## config.mk

```make
export PLATFORM = sky130hd
export DESIGN_NAME = regfile_wb_arbiter
export DESIGN_NICKNAME = d
export VERILOG_FILES = /design/src/rtl/regfile_wb_arbiter.sv
export SDC_FILE = /design/constraint.sdc
export NUM_CORES = 1
export LEC_CHECK = 0
export CAP_MARGIN = 20
export CORE_UTILIZATION = 43
export DETAILED_ROUTE_END_ITERATION = 8
export PLACE_DENSITY_LB_ADDON = 0.12
export SLEW_MARGIN = 5
export SYNTH_ARGS = -nofsm -noshare
export SYNTH_HDL_FRONTEND = slang
export SYNTH_SLANG_ARGS = --single-unit
```

## constraint.sdc

```tcl
create_clock -name clk -period 3.9 [get_ports clk]
set_clock_uncertainty 0.05 [all_clocks]
set_input_delay 0.78 -clock clk [delete_from_list [all_inputs] [get_ports clk]]
set_output_delay 0.78 -clock clk [all_outputs]
set_load 0.02 [all_outputs]
```

## src/rtl/regfile_wb_arbiter.sv

```systemverilog
// Writeback arbiter for the single register-file write port, shared by the ALU and LSU.
// It also keeps a busy scoreboard of destination registers that have a write still pending.
module regfile_wb_arbiter (
    input  logic        clk,
    input  logic        reset,

    input  logic        alu_valid,
    input  logic [4:0]  alu_rd,
    input  logic [31:0] alu_data,
    output logic        alu_ready,

    input  logic        lsu_valid,
    input  logic [4:0]  lsu_rd,
    input  logic [31:0] lsu_data,
    output logic        lsu_ready,

    input  logic        issue_valid,
    input  logic [4:0]  issue_rd,

    output logic        RegWrite,
    output logic [4:0]  writeReg,
    output logic [31:0] writeData,
    output logic [31:0] busy_mask
);

    typedef enum logic {
        GRANT_ALU = 1'b0,
        GRANT_LSU = 1'b1
    } grant_e;

    grant_e      last_grant;
    logic        alu_grant;
    logic        lsu_grant;
    logic        xfer;
    logic [4:0]  xfer_rd;
    logic [31:0] xfer_data;
    logic [31:0] busy_next;

    // Round-robin grant: a lone requester wins at once; on a tie, whoever lost last time wins.
    // NOTE: every signal assigned in always_comb gets a default first so no latch is inferred.
    always_comb begin
        alu_grant = 1'b0;
        lsu_grant = 1'b0;
        if (!reset) begin
            if (alu_valid && lsu_valid) begin
                if (last_grant == GRANT_LSU) begin
                    alu_grant = 1'b1;
                end else begin
                    lsu_grant = 1'b1;
                end
            end else begin
                alu_grant = alu_valid;
                lsu_grant = lsu_valid;
            end
        end
    end

    assign alu_ready = alu_grant;
    assign lsu_ready = lsu_grant;
    assign xfer      = alu_grant | lsu_grant;
    assign xfer_rd   = lsu_grant ? lsu_rd   : alu_rd;
    assign xfer_data = lsu_grant ? lsu_data : alu_data;

    // Clear is applied before set so an issue on the same edge as a retiring write keeps the bit.
    always_comb begin
        busy_next = busy_mask;
        if (xfer) begin
            busy_next[xfer_rd] = 1'b0;
        end
        if (issue_valid && (issue_rd != 5'd0)) begin
            busy_next[issue_rd] = 1'b1;
        end
        busy_next[0] = 1'b0;
    end

    // NOTE: sequential state uses non-blocking assignments so every register samples pre-edge values.
    always_ff @(posedge clk or posedge reset) begin
        if (reset) begin
            RegWrite   <= 1'b0;
            writeReg   <= 5'd0;
            writeData  <= 32'd0;
            busy_mask  <= 32'd0;
            last_grant <= GRANT_LSU;
        end else begin
            // Writes to x0 complete the handshake but never reach the register file.
            RegWrite  <= xfer && (xfer_rd != 5'd0);
            busy_mask <= busy_next;
            if (xfer) begin
                writeReg   <= xfer_rd;
                writeData  <= xfer_data;
                last_grant <= lsu_grant ? GRANT_LSU : GRANT_ALU;
            end
        end
    end

endmodule

```

---- Word-level counts from Yosys, hierarchy flattened ----
Cells that the tools add are included.
word-level totals
  word-level logic and storage cells ...... 35
  input port bits ......................... 84
  flip-flop bits (word level) ............. 70
operators by class
  $lt $le $gt $ge ......................... 4
  mux-type cells .......................... 15
  reductions and logical operators ........ 7
  bitwise logic cells ..................... 4
operators with widths
  kind                  count
  $mux W32              3
  $and A32 B32 Y32      1
  $not A32 Y32          1
  $or A32 B32 Y32       1
  $lt A5 B6 Y1 const B  2
  $demux W1 S5          2
  $ge A5 B1 Y1 const B  2
  $reduce_bool A5 Y1    2
  $mux W1               9
  $logic_and A1 B1 Y1   5
  $mux W5               1
  $or A1 B1 Y1          1

---- Depth between registers and ports, before layout ----
Gate-level depths: netlist (run 1).
  depth after elaboration ................. 13
  gate-level depth with buffers ........... 6
  mapped depth without buffers ............ 4

---- Worst setup path after synthesis (run 1) ----
Ideal clock, no wire load.
  path type ............................... input to output
  start point ............................. in reset
  end point ............................... out alu_ready
  data required time ...................... 3.070 ns
  buffers on the path ..................... 0
  stages .................................. 2
  arrival time ............................ 2.738 ns
  path slack .............................. 0.332 ns
  cells stage by stage .................... inv_1 -> and3_1
on the way
  cells in the longest elaborated chain, start to end .. 1
RTL lines
  element          line  source
  start, declared  5     input logic reset,
  $mux W1          44    if (!reset) begin
  end, declared    10    output logic alu_ready,
Every way passes these cells.

---- Worst setup path after layout (run 1) ----
  start point ............................. in lsu_valid
  end point ............................... out lsu_ready
on the way
  cells in the longest elaborated chain, start to end .. 3
RTL lines
  element              line  source
  start, declared      12    input logic lsu_valid,
  $logic_and A1 B1 Y1  45    if (alu_valid && lsu_valid) begin
  $mux W1 *            45
  $mux W1 *            44
  end, declared        15    output logic lsu_ready,
Mark *: on every way between the ends. The rest lies on a longest branch, timed or not.

==> results of run 1 <==
[layer usage]
layer	global-route usage [%]	share of wire, %
met1	32.5	42
met2	40.2	48
met3	6.18	8.1
met4	8.46	1.8
met5	0	0
[worst paths after layout]
check | start | endpoint | slack, ps | depth (start not counted)
min | writeData[6] | writeData[6] | 430 | 2
max | lsu_valid | lsu_ready | 580 | 4
min reg2reg | writeData[6] | writeData[6] | 430 | 2
max reg2reg | last_grant | writeReg[3] | 1910 | 5
max in group asynchronous | reset | writeData[30] | 2140 | 3
min in group asynchronous | reset | writeData[13] | 1090 | 3
[worst max-delay path, cell delays in order]
cell and delay, ps:
clkdlybuf4s50_1 570, nand2b_1 310, nor2_4 200, clkdlybuf4s50_1 620
[cells in the mapped netlist, types with 5 or more instances]
master / instances
nand3_1: 27
inv_1: 32
nand2_1: 46
dfrtp_1: 69
o21ai_0: 56
nor2b_1: 6
o211ai_1: 16
a32oi_1: 18
clkbuf_1: 15
nor2_1: 11
nor3b_1: 5
mux2i_1: 37
[area by class of cell]
cell class	instances	area share, %
Inverter	32	2.21
Tap cell	105	2.42
Multi-Input combinational cell	259	29.9
Clock buffer	13	2.93
Sequential cell	70	32.3
Timing Repair Buffer	161	29.4
Clock inverter	3	0.784
[cell families after synthesis]
| group | synth area share, % |
|---|---|
| buf+inv | 6.86 |
| compound gates | 18.3 |
| simple gates | 15.9 |
| other cells | 0.104 |
| flops | 48.6 |
| mux | 10.3 |
[registers in the layout, summed over array words and instances, names as in the netlist]
signal	cells
RegWrite	1
writeReg	5
busy_mask	31
writeData	32
last_grant	1
[through the flow]
stage / total power, mW / setup slack (ps) / hold WS, ps / instances / area [um^2]
5_1_grt: 1.98 / 499 / 453 / 643 / 5420
3_5_place_dp: 1.31 / 569 / 421 / 627 / 5220
6_report: 1.89 / 581 / 428 / 643 / 5420
3_3_place_gp: 1.30 / 643 / 412 / 627 / 5220
4_1_cts: 1.91 / 567 / 437 / 643 / 5420
2_1_floorplan: 1.06 / 332 / 454 / 386 / 3610
[cell usage in the layout, fill, tap and decap left out, types with 6 or more instances in the layout]
| cell type | synthesis | routed |
|---|---|---|
| o21ai_0 | 56 | 56 |
| clkbuf_8 | 0 | 11 |
| mux2i_1 | 37 | 37 |
| nand3_1 | 27 | 27 |
| nand2_1 | 46 | 46 |
| buf_4 | 2 | 7 |
| o211ai_1 | 16 | 16 |
| nor2_1 | 11 | 10 |
| clkdlybuf4s50_1 | 0 | 154 |
| nor2b_1 | 6 | 6 |
| dfrtp_1 | 69 | 69 |
| a32oi_1 | 18 | 18 |
| inv_1 | 32 | 31 |
[power groups by stage]
stage                     Sequential [mW]  Clock, mW  Combinational [mW]
final                               0.816      0.601               0.478
after global routing                0.823      0.641               0.517
after CTS                           0.816      0.607               0.482
after detailed placement            0.829          0               0.481
after global placement              0.827          0               0.474
after floorplan                     0.900          0               0.157
==> flow_metrics.env, run 1 <==
export IMPL_power_internal_mw=1.35
export IMPL_drive_gt1_share_pct=5.02
export IMPL_synth_edff_count=0
export IMPL_yosysTopAreaCell="dfrtp_1"
export IMPL_wl_um=10500
export IMPL_grt_use_total_pct=24.8
export IMPL_p_leak_nw=2.34
export IMPL_slew_violations=0
export IMPL_setup_violations_final=0
export IMPL_postCtsHoldBufs=0
export IMPL_ys_seq_area_share_pct=48.6
export IMPL_die_w_um=93.6
export IMPL_diodes=0
export IMPL_htreeDepth=3
export IMPL_period_needed_ps=3320
export IMPL_fin_crit_sh_pct=85.1
export IMPL_outcome="finished clean"
export IMPL_critPathRequiredTime_ps=3070
export IMPL_grt_pass1_vias=3287
export IMPL_fmaxAchievable_ghz=0.301
export IMPL_cts_root_buf="clkbuf_8"
export IMPL_async_flop_share_pct=100
export IMPL_pwr_share_clk_pct=31.7
export IMPL_clk_path_buf_depth=2
export IMPL_arrival_ps=2490
export IMPL_cp_max_fo=13
export IMPL_multi_input_area_um2=1620
export IMPL_worstMarginPinSlew_ps=880
export IMPL_drt_pre_antenna_iters=5
export IMPL_coreArea_um2=8180
export IMPL_drc=0
export IMPL_swShare_pct=28.7
export IMPL_end_kind="primary output"
export IMPL_fill_cells=674
export IMPL_synth_ff_type="dfrtp_1"
export IMPL_syn_to_final_growth_pct=50.3
export IMPL_synth_nets=470
export IMPL_setup_tns_ps=0
export IMPL_cts_tree="yes"
export IMPL_ctsResizeCount=0
export IMPL_synth_top_area_share_pct=47.8
export IMPL_synth_cells=386
export IMPL_yosysWarningCount=0
export IMPL_cts_buffers=9
export IMPL_die_area_um2=8760
export IMPL_final_core_util_pct=66.3
export IMPL_rsz0062_at_grt="false"
export IMPL_num_vias=3502
export IMPL_vias_per_cell=5.45
export IMPL_drtIter0Drc=292
export IMPL_post_drt_wl_per_cell_um=16.3
export IMPL_floorplan_initialDensity_pct=44.2
export IMPL_hpwlAfterDp_um=7570
export IMPL_ys_seq_elements=70
export IMPL_fin_nets=617
export IMPL_grt_ovfl_total=0
export IMPL_powerDensity_nw_per_um2=349
export IMPL_synthesis_area_um2=3610
export IMPL_syn_area_per_cell_um2=9.35
export IMPL_die_y_um=93.6
export IMPL_ir_worst_vdd_mv=0.187
export IMPL_min_path_type="flip-flop to flip-flop"
export IMPL_seq_area_um2=1750
export IMPL_cap_viol_max_count=0
export IMPL_antenna_found_initial=0
export IMPL_hold_violations=0
export IMPL_grt_first_pass_wirelength_um=16600
export IMPL_ant_nets=0
export IMPL_start_kind="input pin"
export IMPL_grt_max_degree=71
export IMPL_max_slew_margin_pct=41.3
export IMPL_p_comb_share_pct=25.2
export IMPL_pwr_share_seq_pct=43.0
export IMPL_post_cts_setup_buffer_count=0
export IMPL_switching_power_uw=544
export IMPL_path_clk_slew_ps=70
export IMPL_rows=33
export IMPL_ys_types=36
export IMPL_synth_area_top_cells="dfrtp_1 48%, mux2i_1 10%, o21ai_0 7.8%"
export IMPL_clock_latency_ps=330
export IMPL_path_class="input pin to primary output"
export IMPL_cts_sinks=70
export IMPL_portBuffers=154
export IMPL_routabilityCongestion=0.870
export IMPL_io_pins=156
Note: power is estimated with default switching activity, not from simulation.
==> run 2, diff against run 1 <==
--- a/config.mk
+++ b/config.mk
@@ -8,6 +8,7 @@
 export CAP_MARGIN = 20
 export CORE_UTILIZATION = 43
 export DETAILED_ROUTE_END_ITERATION = 8
+export HOLD_SLACK_MARGIN = 0.05
 export PLACE_DENSITY_LB_ADDON = 0.12
 export SLEW_MARGIN = 5
 export SYNTH_ARGS = -nofsm -noshare
==> results of run 2 <==
The final DEF is identical to that of run 1; final timing and power are the same.
==> run 3, diff against run 2 <==
--- a/config.mk
+++ b/config.mk
@@ -9,7 +9,7 @@
 export CORE_UTILIZATION = 43
 export DETAILED_ROUTE_END_ITERATION = 8
 export HOLD_SLACK_MARGIN = 0.05
-export PLACE_DENSITY_LB_ADDON = 0.12
+export PLACE_DENSITY = 0.83
 export SLEW_MARGIN = 5
 export SYNTH_ARGS = -nofsm -noshare
 export SYNTH_HDL_FRONTEND = slang
==> run 3 against run 2 <==
  * Final cell count unchanged
  * Clock power decreased by 5.3%
  * Die area unchanged
  * Total power decreased by 1.5%
  * Routed wire length increased by 2.0%
  * Via count about the same
  * Sequential power about the same
  * Sequential cell count unchanged
==> flow_metrics.env, run 3 (synthesis results as in run 1) <==
export IMPL_grt_first_pass_wirelength_um=16800
export IMPL_min_path_cells=2
export IMPL_setup_violations_final=0
export IMPL_post_cts_setup_buffer_count=0
export IMPL_critPathRequiredTime_ps=3070
export IMPL_die_w_um=93.6
export IMPL_drtIter0Drc=176
export IMPL_cap_viol_max_count=0
export IMPL_switching_power_uw=550
export IMPL_syn_to_final_growth_pct=49.9
export IMPL_ctsResizeCount=0
export IMPL_power_internal_mw=1.32
export IMPL_grt_ovfl_total=0
export IMPL_layout_common_cells="154 x clkdlybuf4s50_1, 69 x dfrtp_1, 56 x o21ai_0, 46 x nand2_1, 37 x mux2i_1"
export IMPL_p_comb_share_pct=25.8
export IMPL_slew_violations=0
export IMPL_clk_path_buf_depth=2
export IMPL_fin_crit_sh_pct=84.7
export IMPL_num_vias=3501
export IMPL_hp_start="writeData[24]"
export IMPL_layout_commonest_cell="clkdlybuf4s50_1"
export IMPL_coreArea_um2=8180
export IMPL_drc=0
export IMPL_ir_worst_vdd_mv=0.165
export IMPL_rrSetupSlack_ps=1920
export IMPL_rows=33
export IMPL_pwr_share_seq_pct=43.7
export IMPL_grt_use_total_pct=25.1
export IMPL_swShare_pct=29.5
export IMPL_largest_register_ffs=32
export IMPL_die_area_um2=8760
export IMPL_worst_path_most_repeated_cell="clkdlybuf4s50_1"
export IMPL_slowest_stage="clkdlybuf4s50_1"
export IMPL_hold_violations=0
export IMPL_critPathMaxStageDelay_ps=610
export IMPL_min_to="writeData[24]"
export IMPL_drive_gt1_share_pct=5.20
export IMPL_ant_nets=0
export IMPL_floorplan_initialDensity_pct=44.2
export IMPL_portBuffers=154
export IMPL_final_area_um2=5410
export IMPL_critPathTopFamily="buffers and inverters"
export IMPL_start_kind="input pin"
export IMPL_clock_latency_ps=340
export IMPL_grt_pass1_vias=3378
export IMPL_postCtsHoldBufs=0
export IMPL_wl_um=10700
export IMPL_post_drt_wl_per_cell_um=16.6
export IMPL_p_leak_nw=2.34
export IMPL_rsz0062_at_grt="false"
export IMPL_r2r_cells=4
export IMPL_max_slew_margin_pct=43.2
export IMPL_period_needed_ps=3300
export IMPL_fin_nets=617
export IMPL_grt_max_degree=71
export IMPL_setup_tns_ps=0
export IMPL_path_class="input pin to primary output"
export IMPL_critPathBufInv=2
export IMPL_cts_sinks=70
export IMPL_diodes=0
export IMPL_htreeDepth=3
export IMPL_powerDensity_nw_per_um2=345
export IMPL_path_clk_slew_ps=60
export IMPL_io_pins=156
export IMPL_hpwlAfterDp_um=7910
export IMPL_r2r_end="busy_mask[24]"
export IMPL_cts_root_buf="clkbuf_8"
export IMPL_min_path_type="flip-flop to flip-flop"
export IMPL_cts_buffers=9
export IMPL_vias_per_cell=5.44
export IMPL_largestRegisters="writeData: 32 flops, busy_mask: 31 flops, writeReg: 5 flops"
export IMPL_routabilityCongestion=0.912
export IMPL_cp_max_fo=13
export IMPL_cp_cell_sequence="clkdlybuf4s50_1 -> nand2b_1 -> nor2_4 -> clkdlybuf4s50_1"
export IMPL_worstMarginPinSlew_ps=852
export IMPL_pwr_share_clk_pct=30.5
export IMPL_die_y_um=93.6
export IMPL_antenna_found_initial=0
export IMPL_outcome="finished clean"
export IMPL_cts_tree="yes"
export IMPL_drt_pre_antenna_iters=4
export IMPL_fmaxAchievable_ghz=0.303
export IMPL_place_area_um2=5220
export IMPL_r2r_start="last_grant"
export IMPL_regMostFlops="writeData"
export IMPL_end_kind="primary output"
export IMPL_arrival_ps=2470
run 3: worst max path at each step:
stage,start,to,slack (ps),cells after the start
3_3_place_gp,lsu_valid,lsu_ready,630,4
4_1_cts,lsu_valid,lsu_ready,600,4
3_5_place_dp,lsu_valid,lsu_ready,610,4
2_1_floorplan,reset,alu_ready,330,2
5_1_grt,lsu_valid,lsu_ready,480,4
6_report,lsu_valid,lsu_ready,600,4
run 3: metrics by stage:
stage	util, %	cells	total power, mW	setup WS (ps)	hold WS [ps]
final	66.2	643	1.87	597	434
after global routing	66.2	643	1.96	484	452
after CTS	66.2	643	1.88	602	438
after detailed placement	63.9	627	1.31	613	421
after global placement	63.9	627	1.30	633	414
after floorplan	-	386	1.06	332	454
run 3: final cells by class:
class                   instances  area [um^2]
inverters                      32          120
repair buffers                161         1590
well taps                     105          131
multi-input cells             259         1620
flip-flops and latches         70         1750
fillers                       650         2760
clock inverters                 6         62.6
clock buffers                  10          128
run 3: metal layers:
layer,vias up,GRT usage (%),part of all wire (%)
li1,1668,-,-
met1,1633,32.8,42
met2,174,40.5,47
met3,26,6.26,9.5
met4,0,8.85,2.4
met5,-,0,0
run 3: power by group through the flow:
stage          Clock, mW  Sequential, mW  Combinational (mW)
6_report           0.569           0.815               0.482
5_1_grt            0.616           0.822               0.518
4_1_cts            0.581           0.816               0.485
3_5_place_dp           0           0.830               0.484
3_3_place_gp           0           0.826               0.475
2_1_floorplan          0           0.900               0.157
run 3: worst register-to-register path: stages, from the launching register on:
cell	delay, ps
dfstp_2	550
and2_1	440
o21ai_0	230
a21oi_2	450
o21ai_0	140
